File: src/rtl/mask_splitter32.sv
// Splits a 32-bit mask into a stream of set-bit indices, one per valid/ready handshake.
// Define MASK_SPLIT_MSB_FIRST_EN to emit the highest set bit first instead of the lowest.
module mask_splitter32 #(
   parameter int WIDTH = 32,
   parameter int IDXW  = 5
) (
   input  logic             clk,
   input  logic             rst,
   input  logic             in_valid,
   output logic             in_ready,
   input  logic [WIDTH-1:0] in_mask,
   output logic             out_valid,
   input  logic             out_ready,
   output logic [IDXW-1:0]  out_idx,
   output logic [WIDTH-1:0] out_bit,
   output logic             out_last,
   output logic [IDXW:0]    out_cnt,
   output logic             busy
);

   typedef enum logic {
      ST_IDLE = 1'b0,
      ST_EMIT = 1'b1
   } state_t;

   localparam logic [WIDTH-1:0] REM_ONE = WIDTH'(1);
   localparam logic [IDXW:0]    CNT_ONE = (IDXW+1)'(1);

   state_t           state_q, state_d;
   logic [WIDTH-1:0] rem_q, rem_d;
   logic [IDXW:0]    cnt_q, cnt_d;

   logic [WIDTH-1:0] sel;
   logic [IDXW-1:0]  sel_idx;
   logic             sel_last;
   logic             emit;

   always_ff @(posedge clk or posedge rst) begin
      if (rst) begin
         state_q <= ST_IDLE;
         rem_q   <= '0;
         cnt_q   <= '0;
      end else begin
         state_q <= state_d;
         rem_q   <= rem_d;
         cnt_q   <= cnt_d;
      end
   end

`ifdef MASK_SPLIT_MSB_FIRST_EN
   // Later (higher) set bits overwrite earlier ones, leaving only the highest.
   always_comb begin
      sel = '0;
      for (int i = 0; i < WIDTH; i++) begin
         if (rem_q[i]) begin
            sel    = '0;
            sel[i] = 1'b1;
         end
      end
   end
`else
   assign sel = rem_q & (~rem_q + REM_ONE);
`endif

   always_comb begin
      sel_idx = '0;
      for (int i = 0; i < WIDTH; i++) begin
         if (sel[i]) sel_idx = IDXW'(i);
      end
   end

   assign sel_last = ((rem_q & (rem_q - REM_ONE)) == '0);
   assign emit     = (state_q == ST_EMIT);

   always_comb begin
      state_d   = state_q;
      rem_d     = rem_q;
      cnt_d     = cnt_q;
      in_ready  = 1'b0;
      out_valid = 1'b0;
      busy      = 1'b0;
      case (state_q)
         ST_IDLE: begin
            in_ready = 1'b1;
            if (in_valid) begin
               cnt_d = '0;
               if (in_mask != '0) begin
                  rem_d   = in_mask;
                  state_d = ST_EMIT;
               end
            end
         end
         ST_EMIT: begin
            out_valid = 1'b1;
            busy      = 1'b1;
            if (out_ready) begin
               rem_d = rem_q & ~sel;
               cnt_d = cnt_q + CNT_ONE;
               if (sel_last) state_d = ST_IDLE;
            end
         end
         default: state_d = ST_IDLE;
      endcase
   end

   assign out_bit  = emit ? sel : '0;
   assign out_idx  = emit ? sel_idx : '0;
   assign out_last = emit && sel_last;
   assign out_cnt  = cnt_q;

endmodule

File: config.mk
export PLATFORM = sky130hd
export DESIGN_NAME = mask_splitter32
export DESIGN_NICKNAME = d
export VERILOG_FILES = /design/src/rtl/mask_splitter32.sv
export SDC_FILE = /design/constraint.sdc
export NUM_CORES = 1
export LEC_CHECK = 0
export CORE_MARGIN = 4
export CORE_UTILIZATION = 53
export DETAILED_ROUTE_END_ITERATION = 7
export PLACE_DENSITY_LB_ADDON = 0.08
export SLEW_MARGIN = 30
export SYNTH_ARGS = -nofsm -noshare
export SYNTH_HDL_FRONTEND = slang
export SYNTH_SLANG_ARGS = --single-unit
File: constraint.sdc
create_clock -name clk -period 5.8 [get_ports clk]
set_input_delay 1.16 -clock clk [delete_from_list [all_inputs] [get_ports clk]]
set_output_delay 1.16 -clock clk [all_outputs]
set_load 0.05 [all_outputs]
==> results of run 1 <==
cell usage after synthesis, drive strengths merged (3+ instances only):
cell	count	area [um2]
nor4	23	201
inv	8	30.0
nor2	37	139
nor2b	3	18.8
dfrtp	39	976
o21ai	36	180
a21o	5	37.5
nand3	6	35.0
nand2	44	168
o41ai	3	26.3
and3	13	81.3
buf	14	81.3
a211oi	3	22.5
and2	3	18.8
or2	4	25.0
nor3	19	115
nand4	9	56.3
a31oi	4	25.0
a21oi	14	70.1
o31ai	3	22.5
clkbuf	24	90.1
or3	5	31.3
a22o	29	254
layer usage:
metal	up-vias	global-route usage (%)
met3	18	5.36
met4	0	7.13
met2	165	43.8
met5	-	0
met1	1575	39.5
li1	1531	-
path summary, 6_finish.rpt:
kind / from / to / slack [ns] / cells after the start
worst min register to register: out_cnt[5] / out_cnt[5] / 0.52 / 1
worst max register to register: emit / rem_q[4] / 2.21 / 7
max in group asynchronous: rst / rem_q[10] / 4.13 / 3
min in group asynchronous: rst / out_cnt[3] / 1.30 / 3
worst min-delay path: out_cnt[5] / out_cnt[5] / 0.52 / 1
worst max-delay path: rem_q[6] / out_last / 1.01 / 7
worst max-delay path, cell delays in order (launching register included):
cell	delay, ns
dfrtp_1	0.53
nor4_2	0.47
nand3_2	0.38
nor3_2	0.37
o2111ai_1	0.20
nor4_2	0.34
and3_1	0.23
clkdlybuf4s50_1	0.81
kinds of logic (layout without fill, tap and decap cells):
| logic type | Yosys count | count (layout) | share of synthesized area [%] |
|---|---|---|---|
| AOI/OAI and AO/OA | 117 | 117 | 27.3 |
| xor gates and xnor gates | 1 | 1 | 0.295 |
| adders and majority gates | 1 | 1 | 0.421 |
| buffers and inverters | 46 | 101 | 6.78 |
| DFF | 39 | 39 | 32.8 |
| muxes | 1 | 1 | 0.337 |
| and+or+nand+nor | 174 | 174 | 32.0 |
per-stage QoR:
stage	std cells	hold WS, ns
after detailed placement	498	0.502
after CTS	506	0.514
after floorplan	379	0.543
after global placement	498	0.489
final	506	0.517
after global routing	506	0.560
layout make-up:
type / count / area [um2] / area share (%)
tap: 72 / 90.1 / 2.34
inverter: 8 / 30.0 / 0.779
clock buffer: 6 / 82.6 / 2.14
timing repair buffer: 85 / 843 / 21.9
clock inverter: 2 / 38.8 / 1.01
sequential: 39 / 976 / 25.3
multi-input combinational: 294 / 1790 / 46.5
flip-flops by register name, indices dropped and copies added, names as in the netlist:
| signal | flops |
|---|---|
| rem_q | 32 |
| out_cnt | 6 |
| emit | 1 |
==> results.sh, run 1 <==
export IMPL_viasPerCell=6.50
export IMPL_drive_gt1_share_pct=5.76
export IMPL_path_clk_slew_ns=0.08
export IMPL_setup_tns_ns=0
export IMPL_fin_skew_ns=0.0126
export IMPL_met3_length_um=731
export IMPL_synth_edf_count=0
export IMPL_cts_setup_buffers=0
export IMPL_setup_violations=0
export IMPL_start_util_pct=54.3
export IMPL_cp_data_arrival_time_ns=3.63
export IMPL_gp_congestion=0.940
export IMPL_pin_count=83
export IMPL_syn_to_final_growth_pct=29.7
export IMPL_synth_cell_types=55
export IMPL_met1Wirelength_um=4280
export IMPL_cts_made_buffers=5
export IMPL_timing_worst_setup_path_type="flip-flop to primary output"
export IMPL_final_common_cell="clkdlybuf4s50_1"
export IMPL_first_pass_iters=5
export IMPL_gr_total_overflow=0
export IMPL_synth_seq_cells=39
export IMPL_cap_violations=0
export IMPL_root_buffer="clkbuf_8"
export IMPL_syn_area_um2=2970
export IMPL_outcome="completed"
export IMPL_hold_class="flip-flop to flip-flop"
export IMPL_syn_mean_instance_area_um2=7.84
export IMPL_synth_async_reset_ratio_pct=100
export IMPL_routed_wl_um=9650
export IMPL_grt_use_total_pct=27.9
export IMPL_ys_seq_area_share_pct=32.8
export IMPL_drt_initial_drc_count=340
export IMPL_min_period_over_period_pct=82.5
export IMPL_drc=0
export IMPL_grt_pass1_vias=3163
export IMPL_final_cell_area_um2=3850
export IMPL_ctsResizeCount=0
export IMPL_max_freq_mhz=209
export IMPL_min_period_ns=4.79
export IMPL_cts_path_max_buffers=2
export IMPL_h_tree_depth=2
export IMPL_grt_max_degree=40
export IMPL_clock_latency_ns=0.29
export IMPL_required_ns=4.64
export IMPL_path_max_fanout=19
export IMPL_ys_flop_type="dfrtp_1"
export IMPL_rsz0062_at_grt="false"
export IMPL_grt_pass1_wl_um=16100
export IMPL_hold_violations=0
export IMPL_worst_pin_slew_ns=0.892
export IMPL_drv_slew=0
export IMPL_dp_slack_ns=1.37
export IMPL_fill_cells=484
export IMPL_yosysWarnings=0
export IMPL_final_nets=470
export IMPL_hpwl_um=7020
export IMPL_antennaDiodeCount=0
export IMPL_dr_max_layer_used="met4"
export IMPL_ctsHoldBuffers=0
export IMPL_wl_per_cell_um=19.1
export IMPL_end_kind="primary output"
export IMPL_die_width_um=82.9
export IMPL_cts_tree="yes"
export IMPL_row_count=27
export IMPL_port_buffers=82
export IMPL_met2_length_um=4440
export IMPL_routed_via_count=3289
export IMPL_ant_nets=0
export IMPL_post_dp_cell_area_um2=3730
export IMPL_utilization_pct=70.4
export IMPL_core_area_um2=5470
export IMPL_dieArea_um2=6870
export IMPL_setup_ws_ns=1.01
export IMPL_mostFrequentLayoutCells="clkdlybuf4s50_1, nand2_1, dfrtp_1"
export IMPL_die_y_um=82.9
export IMPL_relSlewSlack_pct=40.6
export IMPL_synthCells=379
export IMPL_start_kind="flip-flop"
export IMPL_grt_antenna_before_repair=0
export IMPL_cts_sinks=39
export IMPL_synth_nets=416
Power of run 1 is not shown: default switching activity piles up to over one toggle a cycle in this logic, so the estimate is an artifact.
==> run 2, diff against run 1 <==
--- a/config.mk
+++ b/config.mk
@@ -6,7 +6,7 @@
 export NUM_CORES = 1
 export LEC_CHECK = 0
 export CORE_MARGIN = 4
-export CORE_UTILIZATION = 53
+export CORE_UTILIZATION = 44
 export DETAILED_ROUTE_END_ITERATION = 7
 export PLACE_DENSITY_LB_ADDON = 0.08
 export SLEW_MARGIN = 30
==> constraint.sdc (replaced) <==
create_clock -name clk -period 4 [get_ports clk]
set_input_delay 0.8 -clock clk [delete_from_list [all_inputs] [get_ports clk]]
set_output_delay 0.8 -clock clk [all_outputs]
set_load 0.05 [all_outputs]
==> results.sh, run 2 (synthesis gave the netlist of run 1 again) <==
export IMPL_cts_sinks=39
export IMPL_worst_pin_slew_ns=0.888
export IMPL_clock_latency_ns=0.30
export IMPL_grt_pass1_vias=3150
export IMPL_largest_reg_flops=32
export IMPL_critPathTopFamily="simple AND/OR/NAND/NOR gates"
export IMPL_cap_violations=0
export IMPL_setup_ws_ns=0.177
export IMPL_syn_to_final_growth_pct=34.8
export IMPL_top_register="rem_q"
export IMPL_max_stage_delay_ns=0.80
export IMPL_end_kind="primary output"
export IMPL_grt_antenna_before_repair=0
export IMPL_cts_made_buffers=5
export IMPL_hold_class="flip-flop to flip-flop"
export IMPL_cp_slowest_cell="clkdlybuf4s50_1"
export IMPL_first_pass_iters=5
export IMPL_dp_slack_ns=0.336
export IMPL_start_util_pct=46.0
export IMPL_final_nets=481
export IMPL_setup_tns_ns=0
export IMPL_outcome="completed"
export IMPL_antennaDiodeCount=0
export IMPL_grt_max_degree=40
export IMPL_die_y_um=90.2
export IMPL_die_width_um=90.2
export IMPL_path_clk_slew_ns=0.09
export IMPL_grt_use_total_pct=24.2
export IMPL_pin_count=83
export IMPL_crit_buf_inv=1
export IMPL_h_tree_depth=2
export IMPL_cts_path_max_buffers=2
export IMPL_cts_tree="yes"
export IMPL_timing_worst_setup_path_type="flip-flop to primary output"
export IMPL_hp_start="out_cnt[5]"
export IMPL_required_ns=3.20
export IMPL_row_count=29
export IMPL_drc=0
export IMPL_gp_congestion=0.908
export IMPL_setup_violations=0
export IMPL_utilization_pct=62.0
export IMPL_mostFrequentLayoutCells="clkdlybuf4s50_1, nand2_1, dfrtp_1"
export IMPL_cp_data_arrival_time_ns=3.02
export IMPL_hold_violations=0
export IMPL_holdWs_ns=0.530
export IMPL_drt_initial_drc_count=292
export IMPL_final_common_cell="clkdlybuf4s50_1"
export IMPL_hpwl_um=7200
export IMPL_max_freq_mhz=262
export IMPL_gr_total_overflow=0
export IMPL_min_period_over_period_pct=95.6
export IMPL_relSlewSlack_pct=40.8
export IMPL_core_area_um2=6460
export IMPL_routed_wl_um=9880
export IMPL_routed_via_count=3272
export IMPL_wl_per_cell_um=18.9
export IMPL_cp_cell_sequence="or4_1 -> nor3_2 -> nand3_1 -> nor2_1 -> clkdlybuf4s50_1"
export IMPL_crit_start="rem_q[0]"
export IMPL_path_max_fanout=9
export IMPL_viasPerCell=6.27
export IMPL_start_kind="flip-flop"
export IMPL_timing_rr_start="emit"
export IMPL_port_buffers=82
export IMPL_dieArea_um2=8130
export IMPL_root_buffer="clkbuf_8"
export IMPL_drv_slew=0
export IMPL_ant_nets=0
export IMPL_min_period_ns=3.82
export IMPL_grt_pass1_wl_um=16200
export IMPL_drive_gt1_share_pct=10.8
export IMPL_fin_skew_ns=0.00882
## run 2: cell types whose count changed in the layout (fill, tap and decap cells not counted), sizes merged
cell           delta
inv               -1
clkinvlp          +1
clkbuf            -1
bufinv            +1
buf              +21
clkdlybuf4s50    -13
dlymetal6s2s      +3
## run 2: worst register-to-register path: cells and delay by family, from the launching register on
| kind | cells | cell delay (ns) |
|---|---|---|
| flops | 1 | 0.65 |
| simple gates | 2 | 1.05 |
| buf+inv | 1 | 0.30 |
| compound gates | 3 | 0.97 |
## run 2: repair_timing
action | 4_1_cts | 5_1_grt
buffers inserted | 0 | 1
gates resized for setup | 1 | 6
hold buffers | 0 | 0
endpoints found under the setup margin | 2 | 8
pin swaps | 0 | 1
## run 2: path summary, 6_finish.rpt
kind	end	slack (ns)	cells after the start
hold / removal	out_cnt[5]	0.53	1
hold reg to reg	out_cnt[5]	0.53	1
setup / recovery	out_bit[18]	0.18	5
min in group asynchronous	rem_q[19]	0.92	3
setup reg to reg	rem_q[17]	0.92	6
max in group asynchronous	rem_q[28]	2.73	3
## run 2: layer usage
layer / track usage, % / vias to the layer above / share of wire (%)
met5: 0 / - / 0
met4: 8.55 / 0 / 1.9
met3: 4.92 / 18 / 6.7
met2: 37.0 / 145 / 46
met1: 33.9 / 1559 / 45
li1: - / 1550 / -
## run 2: area by class of cell
type	instances	area, um2
multi-input combinational	294	1820
fill	593	2450
timing repair buffer	96	946
sequential	39	976
inverter	8	30.0
tap	77	96.3
clock buffer	5	68.8
clock inverter	3	67.6
## run 2: stage by stage
stage          cells  instance area (um2)
6_report         522                 4010
5_1_grt          522                 4010
4_1_cts          521                 3970
3_5_place_dp     513                 3830
3_3_place_gp     513                 3830
2_1_floorplan    379                 2970
Power of run 2 is left out for the same reason.
==> run 3, diff against run 2 <==
--- a/config.mk
+++ b/config.mk
@@ -8,6 +8,7 @@
 export CORE_MARGIN = 4
 export CORE_UTILIZATION = 44
 export DETAILED_ROUTE_END_ITERATION = 7
+export GPL_TIMING_DRIVEN = 0
 export PLACE_DENSITY_LB_ADDON = 0.08
 export SLEW_MARGIN = 30
 export SYNTH_ARGS = -nofsm -noshare
==> results.sh, run 3 (synthesis gave the netlist of run 1 again) <==
export IMPL_setup_violations=0
export IMPL_worst_pin_slew_ns=0.855
export IMPL_ant_nets=0
export IMPL_path_clk_slew_ns=0.09
export IMPL_mostFrequentLayoutCells="clkdlybuf4s50_1, nand2_1, dfrtp_1"
export IMPL_routed_via_count=3451
export IMPL_cp_data_arrival_time_ns=3.08
export IMPL_port_buffers=82
export IMPL_max_freq_mhz=258
export IMPL_core_area_um2=6460
export IMPL_grt_pass1_wl_um=17300
export IMPL_viasPerCell=6.23
export IMPL_routed_wl_um=11100
export IMPL_clock_latency_ns=0.31
export IMPL_syn_to_final_growth_pct=37.8
export IMPL_largest_reg_flops=32
export IMPL_pin_count=83
export IMPL_cts_made_buffers=5
export IMPL_setup_ws_ns=0.124
export IMPL_grt_pass1_vias=3324
export IMPL_grt_max_degree=22
export IMPL_utilization_pct=63.4
export IMPL_gp_congestion=0.944
export IMPL_min_period_over_period_pct=96.9
export IMPL_first_pass_iters=5
export IMPL_path_max_fanout=8
export IMPL_end_kind="primary output"
export IMPL_die_width_um=90.2
export IMPL_outcome="completed"
export IMPL_root_buffer="clkbuf_8"
export IMPL_drc=0
export IMPL_relSlewSlack_pct=42.8
export IMPL_drv_slew=0
export IMPL_drt_initial_drc_count=266
export IMPL_row_count=29
export IMPL_final_common_cell="clkdlybuf4s50_1"
export IMPL_hpwl_um=8110
export IMPL_hold_violations=0
export IMPL_start_util_pct=46.0
export IMPL_antennaDiodeCount=0
export IMPL_drive_gt1_share_pct=10.1
export IMPL_setup_tns_ns=0
export IMPL_cts_tree="yes"
export IMPL_cts_sinks=39
export IMPL_top_register="rem_q"
export IMPL_required_ns=3.20
export IMPL_grt_antenna_before_repair=0
export IMPL_gr_total_overflow=0
export IMPL_wl_per_cell_um=20.0
export IMPL_fin_skew_ns=0.00442
export IMPL_ctsHoldBuffers=0
export IMPL_dieArea_um2=8130
export IMPL_cts_path_max_buffers=2
export IMPL_h_tree_depth=2
export IMPL_hold_class="flip-flop to flip-flop"
export IMPL_min_period_ns=3.88
export IMPL_dp_slack_ns=-0.0113
export IMPL_cap_violations=0
export IMPL_final_nets=513
export IMPL_timing_worst_setup_path_type="flip-flop to primary output"
export IMPL_grt_use_total_pct=26.5
export IMPL_instances_no_fill=554
export IMPL_dp_cells=539
export IMPL_start_kind="flip-flop"
export IMPL_die_y_um=90.2
==> run 3: path summary, 6_finish.rpt <==
check / from / endpoint / slack [ns] / depth (start not counted)
worst max-delay path: rem_q[23] / out_last / 0.12 / 8
worst min-delay path: out_cnt[5] / out_cnt[5] / 0.51 / 1
worst max register to register: rem_q[23] / emit / 1.54 / 7
worst min register to register: out_cnt[5] / out_cnt[5] / 0.51 / 1
max in group asynchronous: rst / rem_q[5] / 2.71 / 3
min in group asynchronous: rst / rem_q[20] / 0.82 / 2
==> run 3: layer usage <==
layer | GRT usage [%] | wire, um | share of wire [%]
met5 | 0 | 0 | 0
met4 | 9.18 | 185 | 1.7
met3 | 3.76 | 640 | 5.8
met2 | 42.6 | 5180 | 47
met1 | 36.3 | 5040 | 46
==> run 3: area by class of cell <==
class	instances	area, um2
clock inverter	3	20.0
sequential	39	976
timing repair buffer	90	896
fill	588	2360
multi-input combinational	294	1840
tap	77	96.3
inverter	8	30.0
buffer	38	171
clock buffer	5	68.8
==> run 3: worst max-delay path, stage by stage (launching register included) <==
cell and delay [ns]:
dfrtp_1 0.36, clkbuf_1 0.21, nor4_4 0.44, nand4_1 0.30, nor3_4 0.31, o2111ai_1 0.17, nor4_2 0.38, and3_1 0.23
clkdlybuf4s18_2 0.37
==> run 3: timing repair <==
action,4_1_cts,5_1_grt
pin swaps,0,4
setup buffers,0,7
gates resized for setup,13,15
endpoints found under the hold margin,0,0
setup endpoints to repair,10,16
==> run 3: stage by stage <==
step	hold slack, ns	instance area [um2]
finish	0.506	4100
detailed placement	0.486	3920
floorplan	0.543	2970
global route	0.541	4100
global placement	0.485	3890
CTS	0.506	4000
Power of run 3 is left out for the same reason.
